===== src/rtl/pcf8591_pkg.sv =====
// Shared definitions for the PCF8591 target emulation.
//   BASE_ADDR        upper four bits of the 7-bit device address
//   CTRL_*           bit positions inside the control byte
//   RESET_SAMPLE_DEF default holding-register contents after reset
//   state_e          byte-level FSM states of the target
package pcf8591_pkg;

  localparam logic [3:0]  BASE_ADDR        = 4'b1001;

  localparam int unsigned CTRL_CH_LSB      = 0;
  localparam int unsigned CTRL_CH_MSB      = 1;
  localparam int unsigned CTRL_AUTOINC     = 2;
  localparam int unsigned CTRL_MODE_LSB    = 4;
  localparam int unsigned CTRL_MODE_MSB    = 5;
  localparam int unsigned CTRL_DAC_EN      = 6;

  localparam logic [7:0]  RESET_SAMPLE_DEF = 8'h80;

  typedef enum logic [2:0] {
    ST_IDLE,
    ST_ADDR,
    ST_ADDR_ACK,
    ST_WR_BYTE,
    ST_WR_ACK,
    ST_RD_BYTE,
    ST_RD_ACK
  } state_e;

endpackage


===== src/rtl/i2c_bus_sync.sv =====
// Synchronises the raw SCL/SDA pad inputs into the clk domain and derives
// bus events from the synchronised values.
//   clk, reset   system clock, asynchronous active-low reset
//   scl_i, sda_i raw pad inputs
//   sda_s        synchronised SDA level
//   scl_rise     1-cycle pulse on a synchronised SCL rising edge
//   scl_fall     1-cycle pulse on a synchronised SCL falling edge
//   start_det    SDA fell while SCL stayed high
//   stop_det     SDA rose while SCL stayed high
module i2c_bus_sync #(
  parameter int unsigned SYNC_STAGES = 2
) (
  input  logic clk,
  input  logic reset,
  input  logic scl_i,
  input  logic sda_i,
  output logic sda_s,
  output logic scl_rise,
  output logic scl_fall,
  output logic start_det,
  output logic stop_det
);

  logic [SYNC_STAGES-1:0] scl_sync_q, scl_sync_d;
  logic [SYNC_STAGES-1:0] sda_sync_q, sda_sync_d;
  logic                   scl_prev_q, sda_prev_q;
  logic                   scl_s;

  always_comb begin
    scl_sync_d = {scl_sync_q[SYNC_STAGES-2:0], scl_i};
    sda_sync_d = {sda_sync_q[SYNC_STAGES-2:0], sda_i};
  end

  // Idle bus level is high, so all stages reset to 1 to avoid a false
  // START/STOP right after reset.
  always_ff @(posedge clk or negedge reset) begin
    if (!reset) begin
      scl_sync_q <= '1;
      sda_sync_q <= '1;
      scl_prev_q <= 1'b1;
      sda_prev_q <= 1'b1;
    end else begin
      scl_sync_q <= scl_sync_d;
      sda_sync_q <= sda_sync_d;
      scl_prev_q <= scl_sync_q[SYNC_STAGES-1];
      sda_prev_q <= sda_sync_q[SYNC_STAGES-1];
    end
  end

  assign scl_s     = scl_sync_q[SYNC_STAGES-1];
  assign sda_s     = sda_sync_q[SYNC_STAGES-1];
  assign scl_rise  = scl_s & ~scl_prev_q;
  assign scl_fall  = ~scl_s & scl_prev_q;
  assign start_det = scl_s & scl_prev_q & sda_prev_q & ~sda_s;
  assign stop_det  = scl_s & scl_prev_q & ~sda_prev_q & sda_s;

endmodule


===== src/rtl/i2c_pcf8591_target.sv =====
// I2C target emulating a PCF8591 ADC/DAC. Writes set the control byte and
// the DAC byte; reads return the previously latched conversion while the
// currently selected channel is latched into the holding register.
//   clk, reset  system clock (>= 16x SCL), asynchronous active-low reset
//   scl_i/sda_i pad inputs; sda_oe = 1 pulls SDA low
//   adc_data    four 8-bit samples, ch n at [8n+7:8n]
//   ctrl_reg    last control byte, dac_en = ctrl_reg[6]
//   dac_value   last DAC byte
//   rd_strobe   1-cycle pulse per sample latched into the holding register
//   busy        high from an address match until the next START or STOP
module i2c_pcf8591_target
  import pcf8591_pkg::*;
#(
  parameter logic [2:0]  A_PINS       = 3'b000,
  parameter int unsigned SYNC_STAGES  = 2,
  parameter logic [7:0]  RESET_SAMPLE = RESET_SAMPLE_DEF
) (
  input  logic        clk,
  input  logic        reset,
  input  logic        scl_i,
  input  logic        sda_i,
  output logic        sda_oe,
  input  logic [31:0] adc_data,
  output logic [7:0]  ctrl_reg,
  output logic [7:0]  dac_value,
  output logic        dac_en,
  output logic        rd_strobe,
  output logic        busy
);

  localparam logic [6:0] DEV_ADDR = {BASE_ADDR, A_PINS};

  logic sda_s, scl_rise, scl_fall, start_det, stop_det;

  i2c_bus_sync #(
    .SYNC_STAGES(SYNC_STAGES)
  ) u_sync (
    .clk      (clk),
    .reset    (reset),
    .scl_i    (scl_i),
    .sda_i    (sda_i),
    .sda_s    (sda_s),
    .scl_rise (scl_rise),
    .scl_fall (scl_fall),
    .start_det(start_det),
    .stop_det (stop_det)
  );

  state_e     state_q, state_d;
  logic [3:0] bit_cnt_q, bit_cnt_d;
  logic [7:0] rx_q, rx_d;
  logic [7:0] tx_q, tx_d;
  logic [1:0] idx_q, idx_d;
  logic [1:0] ch_q, ch_d;
  logic [7:0] holding_q, holding_d;
  logic [7:0] ctrl_q, ctrl_d;
  logic [7:0] dac_q, dac_d;
  logic       oe_q, oe_d;
  logic       strobe_q, strobe_d;
  logic       busy_q, busy_d;
  logic       load_rd;
  logic [7:0] adc_ch;

  assign adc_ch = adc_data[{ch_q, 3'b000} +: 8];

  always_comb begin
    state_d   = state_q;
    bit_cnt_d = bit_cnt_q;
    rx_d      = rx_q;
    tx_d      = tx_q;
    idx_d     = idx_q;
    ch_d      = ch_q;
    holding_d = holding_q;
    ctrl_d    = ctrl_q;
    dac_d     = dac_q;
    oe_d      = oe_q;
    strobe_d  = 1'b0;
    busy_d    = busy_q;
    load_rd   = 1'b0;

    if (start_det) begin
      state_d   = ST_ADDR;
      bit_cnt_d = '0;
      oe_d      = 1'b0;
      busy_d    = 1'b0;
    end else if (stop_det) begin
      state_d = ST_IDLE;
      oe_d    = 1'b0;
      busy_d  = 1'b0;
    end else begin
      unique case (state_q)
        ST_IDLE: ;
        ST_ADDR, ST_WR_BYTE: begin
          if (scl_rise && bit_cnt_q != 4'd8) begin
            rx_d      = {rx_q[6:0], sda_s};
            bit_cnt_d = bit_cnt_q + 4'd1;
          end else if (scl_fall && bit_cnt_q == 4'd8) begin
            if (state_q == ST_ADDR) begin
              if (rx_q[7:1] == DEV_ADDR) begin
                state_d = ST_ADDR_ACK;
                oe_d    = 1'b1;
                busy_d  = 1'b1;
              end else begin
                state_d = ST_IDLE;
              end
            end else begin
              state_d = ST_WR_ACK;
              oe_d    = 1'b1;
              if (idx_q == 2'd0) begin
                ctrl_d = rx_q;
                ch_d   = rx_q[CTRL_CH_MSB:CTRL_CH_LSB];
              end else begin
                dac_d = rx_q;
              end
            end
          end
        end
        ST_ADDR_ACK: begin
          if (scl_fall) begin
            oe_d = 1'b0;
            if (rx_q[0]) begin
              load_rd = 1'b1;
            end else begin
              state_d   = ST_WR_BYTE;
              idx_d     = 2'd0;
              bit_cnt_d = '0;
            end
          end
        end
        ST_WR_ACK: begin
          if (scl_fall) begin
            oe_d      = 1'b0;
            state_d   = ST_WR_BYTE;
            bit_cnt_d = '0;
            if (idx_q != 2'd2) idx_d = idx_q + 2'd1;
          end
        end
        ST_RD_BYTE: begin
          // MSB is already on the bus from entry; each later fall shifts out
          // the next bit, and the fall after the 8th rise releases SDA.
          if (scl_rise && bit_cnt_q != 4'd8) begin
            bit_cnt_d = bit_cnt_q + 4'd1;
          end else if (scl_fall) begin
            if (bit_cnt_q == 4'd8) begin
              oe_d    = 1'b0;
              state_d = ST_RD_ACK;
            end else begin
              tx_d = {tx_q[6:0], 1'b0};
              oe_d = ~tx_q[6];
            end
          end
        end
        ST_RD_ACK: begin
          // A NACK exits on the rise; reaching the fall means ACK was seen.
          if (scl_rise && sda_s) state_d = ST_IDLE;
          else if (scl_fall)     load_rd = 1'b1;
        end
        default: state_d = ST_IDLE;
      endcase

      if (load_rd) begin
        state_d   = ST_RD_BYTE;
        bit_cnt_d = '0;
        tx_d      = holding_q;
        oe_d      = ~holding_q[7];
        holding_d = adc_ch;
        strobe_d  = 1'b1;
        if (ctrl_q[CTRL_AUTOINC]) ch_d = ch_q + 2'd1;
      end
    end
  end

  always_ff @(posedge clk or negedge reset) begin
    if (!reset) begin
      state_q   <= ST_IDLE;
      bit_cnt_q <= '0;
      rx_q      <= '0;
      tx_q      <= '0;
      idx_q     <= '0;
      ch_q      <= '0;
      holding_q <= RESET_SAMPLE;
      ctrl_q    <= '0;
      dac_q     <= '0;
      oe_q      <= 1'b0;
      strobe_q  <= 1'b0;
      busy_q    <= 1'b0;
    end else begin
      state_q   <= state_d;
      bit_cnt_q <= bit_cnt_d;
      rx_q      <= rx_d;
      tx_q      <= tx_d;
      idx_q     <= idx_d;
      ch_q      <= ch_d;
      holding_q <= holding_d;
      ctrl_q    <= ctrl_d;
      dac_q     <= dac_d;
      oe_q      <= oe_d;
      strobe_q  <= strobe_d;
      busy_q    <= busy_d;
    end
  end

  // START/STOP release SDA in the detection cycle, ahead of the register.
  assign sda_oe    = oe_q & ~(start_det | stop_det);
  assign ctrl_reg  = ctrl_q;
  assign dac_value = dac_q;
  assign dac_en    = ctrl_q[CTRL_DAC_EN];
  assign rd_strobe = strobe_q;
  assign busy      = busy_q;

endmodule


===== config.mk =====
export PLATFORM = sky130hd
export DESIGN_NAME = i2c_pcf8591_target
export DESIGN_NICKNAME = d
export VERILOG_FILES = /design/src/rtl/pcf8591_pkg.sv /design/src/rtl/i2c_bus_sync.sv /design/src/rtl/i2c_pcf8591_target.sv
export SDC_FILE = /design/constraint.sdc
export NUM_CORES = 1
export LEC_CHECK = 0
export CORE_UTILIZATION = 55
export DETAILED_ROUTE_END_ITERATION = 16
export MAX_ROUTING_LAYER = met4
export PLACE_DENSITY_LB_ADDON = 0.08
export SYNTH_ARGS = -nofsm -noshare
export SYNTH_HDL_FRONTEND = slang
export SYNTH_SLANG_ARGS = --single-unit
export TNS_END_PERCENT = 50

===== constraint.sdc =====
create_clock -name clk -period 6 [get_ports clk]
set_clock_uncertainty 0.05 [all_clocks]
set_input_delay 1.2 -clock clk [delete_from_list [all_inputs] [get_ports clk]]
set_output_delay 1.2 -clock clk [all_outputs]
set_load 0.005 [all_outputs]

==> impl_results.html <==
<table>
<tr><th>Metric</th><th>Value</th></tr>
<tr><th colspan="2">Clock tree</th></tr>
<tr><td>CTS root buf</td><td>clkbuf_8</td></tr>
<tr><td>TritonCTS clock tree</td><td>done</td></tr>
<tr><td>Insertion delay to the later sink of the worst-skew pair</td><td>0.34 ns</td></tr>
<tr><td>Clock buffer depth</td><td>2</td></tr>
<tr><td>H-tree levels</td><td>3</td></tr>
<tr><td>Total CTS buffers</td><td>9</td></tr>
<tr><td>Post-CTS resize count</td><td>0</td></tr>
<tr><td>Clk sinks</td><td>between 50 and 60</td></tr>
<tr><td>Setup bufs post-CTS</td><td>0</td></tr>
<tr><td>Hold-fix buffers at CTS</td><td>0</td></tr>
<tr><td>Clock transition at the register clock pins on the worst setup and hold paths after CTS</td><td>0.06 ns</td></tr>
<tr><th colspan="2">Global route</th></tr>
<tr><td>Most congested layer reported by global routing</td><td>met2</td></tr>
<tr><td>Vias in the first global route</td><td>2000</td></tr>
<tr><td>Met1 Track Usage GR</td><td>0.318</td></tr>
<tr><td>Pin count of the biggest net entering global routing</td><td>60</td></tr>
<tr><td>GRT Resource Usage Total</td><td>0.249</td></tr>
<tr><td>Residual overflow from global routing</td><td>0</td></tr>
<tr><td>Global-route wire length before repair</td><td>9510 um</td></tr>
<tr><td>Met2 global-route usage</td><td>0.382</td></tr>
<tr><td>Met3 global-route usage</td><td>0.0494</td></tr>
<tr><td>Antenna violations before repair</td><td>0</td></tr>
<tr><th colspan="2">Timing</th></tr>
<tr><td>Final max-slew violation count</td><td>0</td></tr>
<tr><td>Slew of the pin with the lowest slew margin</td><td>0.937 ns</td></tr>
<tr><td>Slew headroom</td><td>0.375</td></tr>
<tr><td>Time the worst path needs with I/O delays and setup</td><td>between 3 and 4 ns</td></tr>
<tr><td>Unrepaired setup endpoints after global routing</td><td>false</td></tr>
<tr><td>Maximum clock frequency</td><td>0.302 GHz</td></tr>
<tr><td>Count of endpoints failing setup in the final report</td><td>0</td></tr>
<tr><td>Final hold violation count</td><td>0</td></tr>
<tr><td>Summed negative setup slack over all endpoints</td><td>0 ns</td></tr>
<tr><td>Ratio of final minimum period to clock period</td><td>0.552</td></tr>
<tr><th colspan="2">Setup path</th></tr>
<tr><td>Category of the worst setup path launch point</td><td>flip-flop</td></tr>
<tr><td>Cell occurring most often along the worst timing path</td><td>nor2_1</td></tr>
<tr><td>Flop2flop setup slack</td><td>3.50 ns</td></tr>
<tr><td>Worst-path cell chain</td><td>nand2_1 -&gt; nor2_1 -&gt; nor2_1 -&gt; clkdlybuf4s50_1</td></tr>
<tr><td>Biggest fanout along the worst timing path</td><td>9</td></tr>
<tr><td>Family with the most delay on the worst path</td><td>simple AND/OR/NAND/NOR gates</td></tr>
<tr><td>Worst endpoint data arrival time</td><td>2.06 ns</td></tr>
<tr><td>Crit path largest cell delay</td><td>0.62 ns</td></tr>
<tr><td>Cell with the largest stage delay on the worst path</td><td>dfstp_2</td></tr>
<tr><td>Sort of element at the end of the critical path</td><td>primary output</td></tr>
<tr><td>Number of buffers and inverters on the critical path</td><td>1</td></tr>
<tr><td>Required time at the endpoint of the critical path</td><td>4.75 ns</td></tr>
<tr><td>Worst setup path category</td><td>flip-flop to primary output</td></tr>
<tr><th colspan="2">Floorplanning</th></tr>
<tr><td>Effective utilization at floorplan</td><td>0.586</td></tr>
<tr><td>Vertical die dimension</td><td>73.9 um</td></tr>
<tr><td>Std-Cell Rows</td><td>25</td></tr>
<tr><td>Die width</td><td>between 70 and 80 um</td></tr>
<tr><td>Total Die Area</td><td>5460 um^2</td></tr>
<tr><td>Number of ports placed on the die boundary</td><td>56</td></tr>
<tr><td>Area of the core region</td><td>4850 um^2</td></tr>
<tr><th colspan="2">Placed design</th></tr>
<tr><td>Placed cell area</td><td>around 3400 um^2</td></tr>
<tr><td>PortBufs</td><td>55</td></tr>
<tr><td>Final RePlAce weighted congestion</td><td>~0.85</td></tr>
<tr><td>Placed cell count</td><td>340</td></tr>
<tr><td>HPWL after DPL</td><td>3960 um</td></tr>
<tr><th colspan="2">Final layout</th></tr>
<tr><td>Share of layout cells above drive strength 1</td><td>0.246</td></tr>
<tr><td>Final net count</td><td>~320</td></tr>
<tr><td>Post-route insts no fill</td><td>356</td></tr>
<tr><td>Area growth from synthesis to layout</td><td>29.4%</td></tr>
<tr><td>Number of filler instances in the final layout</td><td>327</td></tr>
<tr><td>Combined area of the multi-input logic cells</td><td>1270 um^2</td></tr>
<tr><td>Final Instance Area</td><td>between 3000 and 4000 um^2</td></tr>
<tr><td>End-of-flow core utilization</td><td>0.758</td></tr>
<tr><td>Storage element area</td><td>1490 um^2</td></tr>
<tr><td>Diode insertion count for antenna repair</td><td>0</td></tr>
<tr><th colspan="2">Worst hold path</th></tr>
<tr><td>Hold crit path type</td><td>flip-flop to flip-flop</td></tr>
<tr><th colspan="2">Synthesis</th></tr>
<tr><td>Primary flip-flop cell chosen by synthesis mapping</td><td>dfrtp_1</td></tr>
<tr><td>Post-synth top area share</td><td>0.458</td></tr>
<tr><td>Synthesized instance count</td><td>between 200 and 250</td></tr>
<tr><td>Ranking of synthesized cells by instance count</td><td>52 x dfrtp_1, 30 x mux2_2, 16 x nand2_1</td></tr>
<tr><td>#FFs+latches synth</td><td>59</td></tr>
<tr><td>Most numerous cell in the Yosys netlist</td><td>dfrtp_1</td></tr>
<tr><td>Cell type with the highest aggregate area in the netlist</td><td>dfrtp_1</td></tr>
<tr><td>Library cells used by synthesis</td><td>54</td></tr>
<tr><td>Proportion of synthesized chip area in sequential cells</td><td>0.523</td></tr>
<tr><td>Mean cell area of the mapped netlist</td><td>roughly 13 um^2</td></tr>
<tr><td>Total nets after synthesis</td><td>~270</td></tr>
<tr><td>Count of yosys warnings during synthesis</td><td>0</td></tr>
<tr><td>Post-synth EDFFs</td><td>0</td></tr>
<tr><td>Cell area after synthesis</td><td>2840 um^2</td></tr>
<tr><td>Async set-reset flop share out of synthesis</td><td>1.00</td></tr>
<tr><td>Synth top area cells</td><td>dfrtp_1 46%, mux2_2 12%, dfstp_2 6.5%</td></tr>
<tr><th colspan="2">Routing</th></tr>
<tr><td>Number of vias after detailed routing</td><td>1993</td></tr>
<tr><td>DR pass1 iterations</td><td>4</td></tr>
<tr><td>Remaining design rule violation count</td><td>0</td></tr>
<tr><td>Post-DR wirelength/cell</td><td>15.8 um</td></tr>
<tr><td>Post-DR vias/cell</td><td>5.60</td></tr>
<tr><td>Number of antenna-violating nets in the routed design</td><td>0</td></tr>
<tr><td>Starting DRT DRC Count</td><td>159</td></tr>
<tr><td>Wire length after detailed routing</td><td>between 5000 and 6000 um</td></tr>
<tr><th colspan="2">Power</th></tr>
<tr><td>Peak supply drop</td><td>a little under 0.0002 V</td></tr>
<tr><td>Pwr Density</td><td>246 nW/um^2</td></tr>
<tr><td>Leakage</td><td>1.62 nW</td></tr>
<tr><th colspan="2">Run status</th></tr>
<tr><td>Status</td><td>completed</td></tr>
<tr><th colspan="2">Run</th></tr>
<tr><td>Maximum capacitance violations</td><td>0</td></tr>
</table>
==> stage by stage <==
| step | power (mW) | hold WS, ns | setup slack (ns) |
|---|---|---|---|
| after floorplan | 0.438 | 0.295 | 3.68 |
| after global placement | 0.473 | 0.296 | 3.13 |
| after detailed placement | 0.475 | 0.297 | 3.05 |
| after CTS | 0.911 | 0.306 | 2.68 |
| after global routing | 0.937 | 0.309 | 2.56 |
| final | 0.904 | 0.307 | 2.69 |
==> cell usage in the layout, fill, tap and decap left out, types with 6 or more instances in the layout <==
cell	n
clkdlybuf4s50_1	54
clkbuf_8	10
mux4_2	8
dfrtp_1	52
o21ai_1	6
mux2i_1	7
mux2_2	30
nand2_1	16
inv_1	9
nor2_1	13
a21oi_1	6
dfstp_2	7
==> report_power, final <==
part           switching (mW)  total (mW)  internal [mW]  leakage (nW)
Combinational          0.0202      0.0514         0.0312         0.697
Clock                   0.151       0.437          0.286         0.123
Sequential            0.00939       0.415          0.406         0.798
==> path summary, 6_finish.rpt <==
| kind | start | end | cells past startpoint |
|---|---|---|---|
| max | u_sync.scl_sync_q[1] | sda_oe | 4 |
| min | u_sync.scl_sync_q[0] | u_sync.scl_sync_q[1] | 0 |
| max reg2reg | bit_cnt_q[0] | ctrl_reg[4] | 6 |
| min reg2reg | u_sync.scl_sync_q[0] | u_sync.scl_sync_q[1] | 0 |
| max in group asynchronous | reset | dac_value[2] | 2 |
| min in group asynchronous | reset | holding_q[4] | 2 |
==> routing by layer <==
| metal | routed length [um] | share of wire | vias up |
|---|---|---|---|
| li1 | - | - | 949 |
| met1 | 2510 | 0.45 | 969 |
| met2 | 2700 | 0.48 | 64 |
| met3 | 329 | 0.058 | 11 |
| met4 | 97 | 0.017 | 0 |
| met5 | 0 | 0 | - |
==> logic make-up (layout without fill, tap and decap cells) <==
logic type	count (synthesis)	count (layout)	synth area share
compound gates	36	36	0.0859
xor+xnor	1	1	0.00308
fa+ha+maj	4	4	0.0176
buf+inv	19	82	0.0295
flops	59	59	0.523
mux	48	48	0.219
simple gates	59	59	0.122
==> layout make-up <==
class	count	area share
tap	67	0.0228
inverter	9	0.00919
multi-input combinational	148	0.346
clock buffer	11	0.0385
clock inverter	5	0.0272
timing repair buffer	57	0.152
sequential	59	0.404
==> worst register-to-register path: cells and delay by family (launching register included) <==
| family | cells | cell delay [ns] |
|---|---|---|
| flops | 1 | 0.41 |
| simple gates | 3 | 1.21 |
| mux | 1 | 0.52 |
| fa+ha+maj | 1 | 0.14 |
| buf+inv | 1 | 0.07 |
No activity file was read; power rests on OpenSTA's default activity.
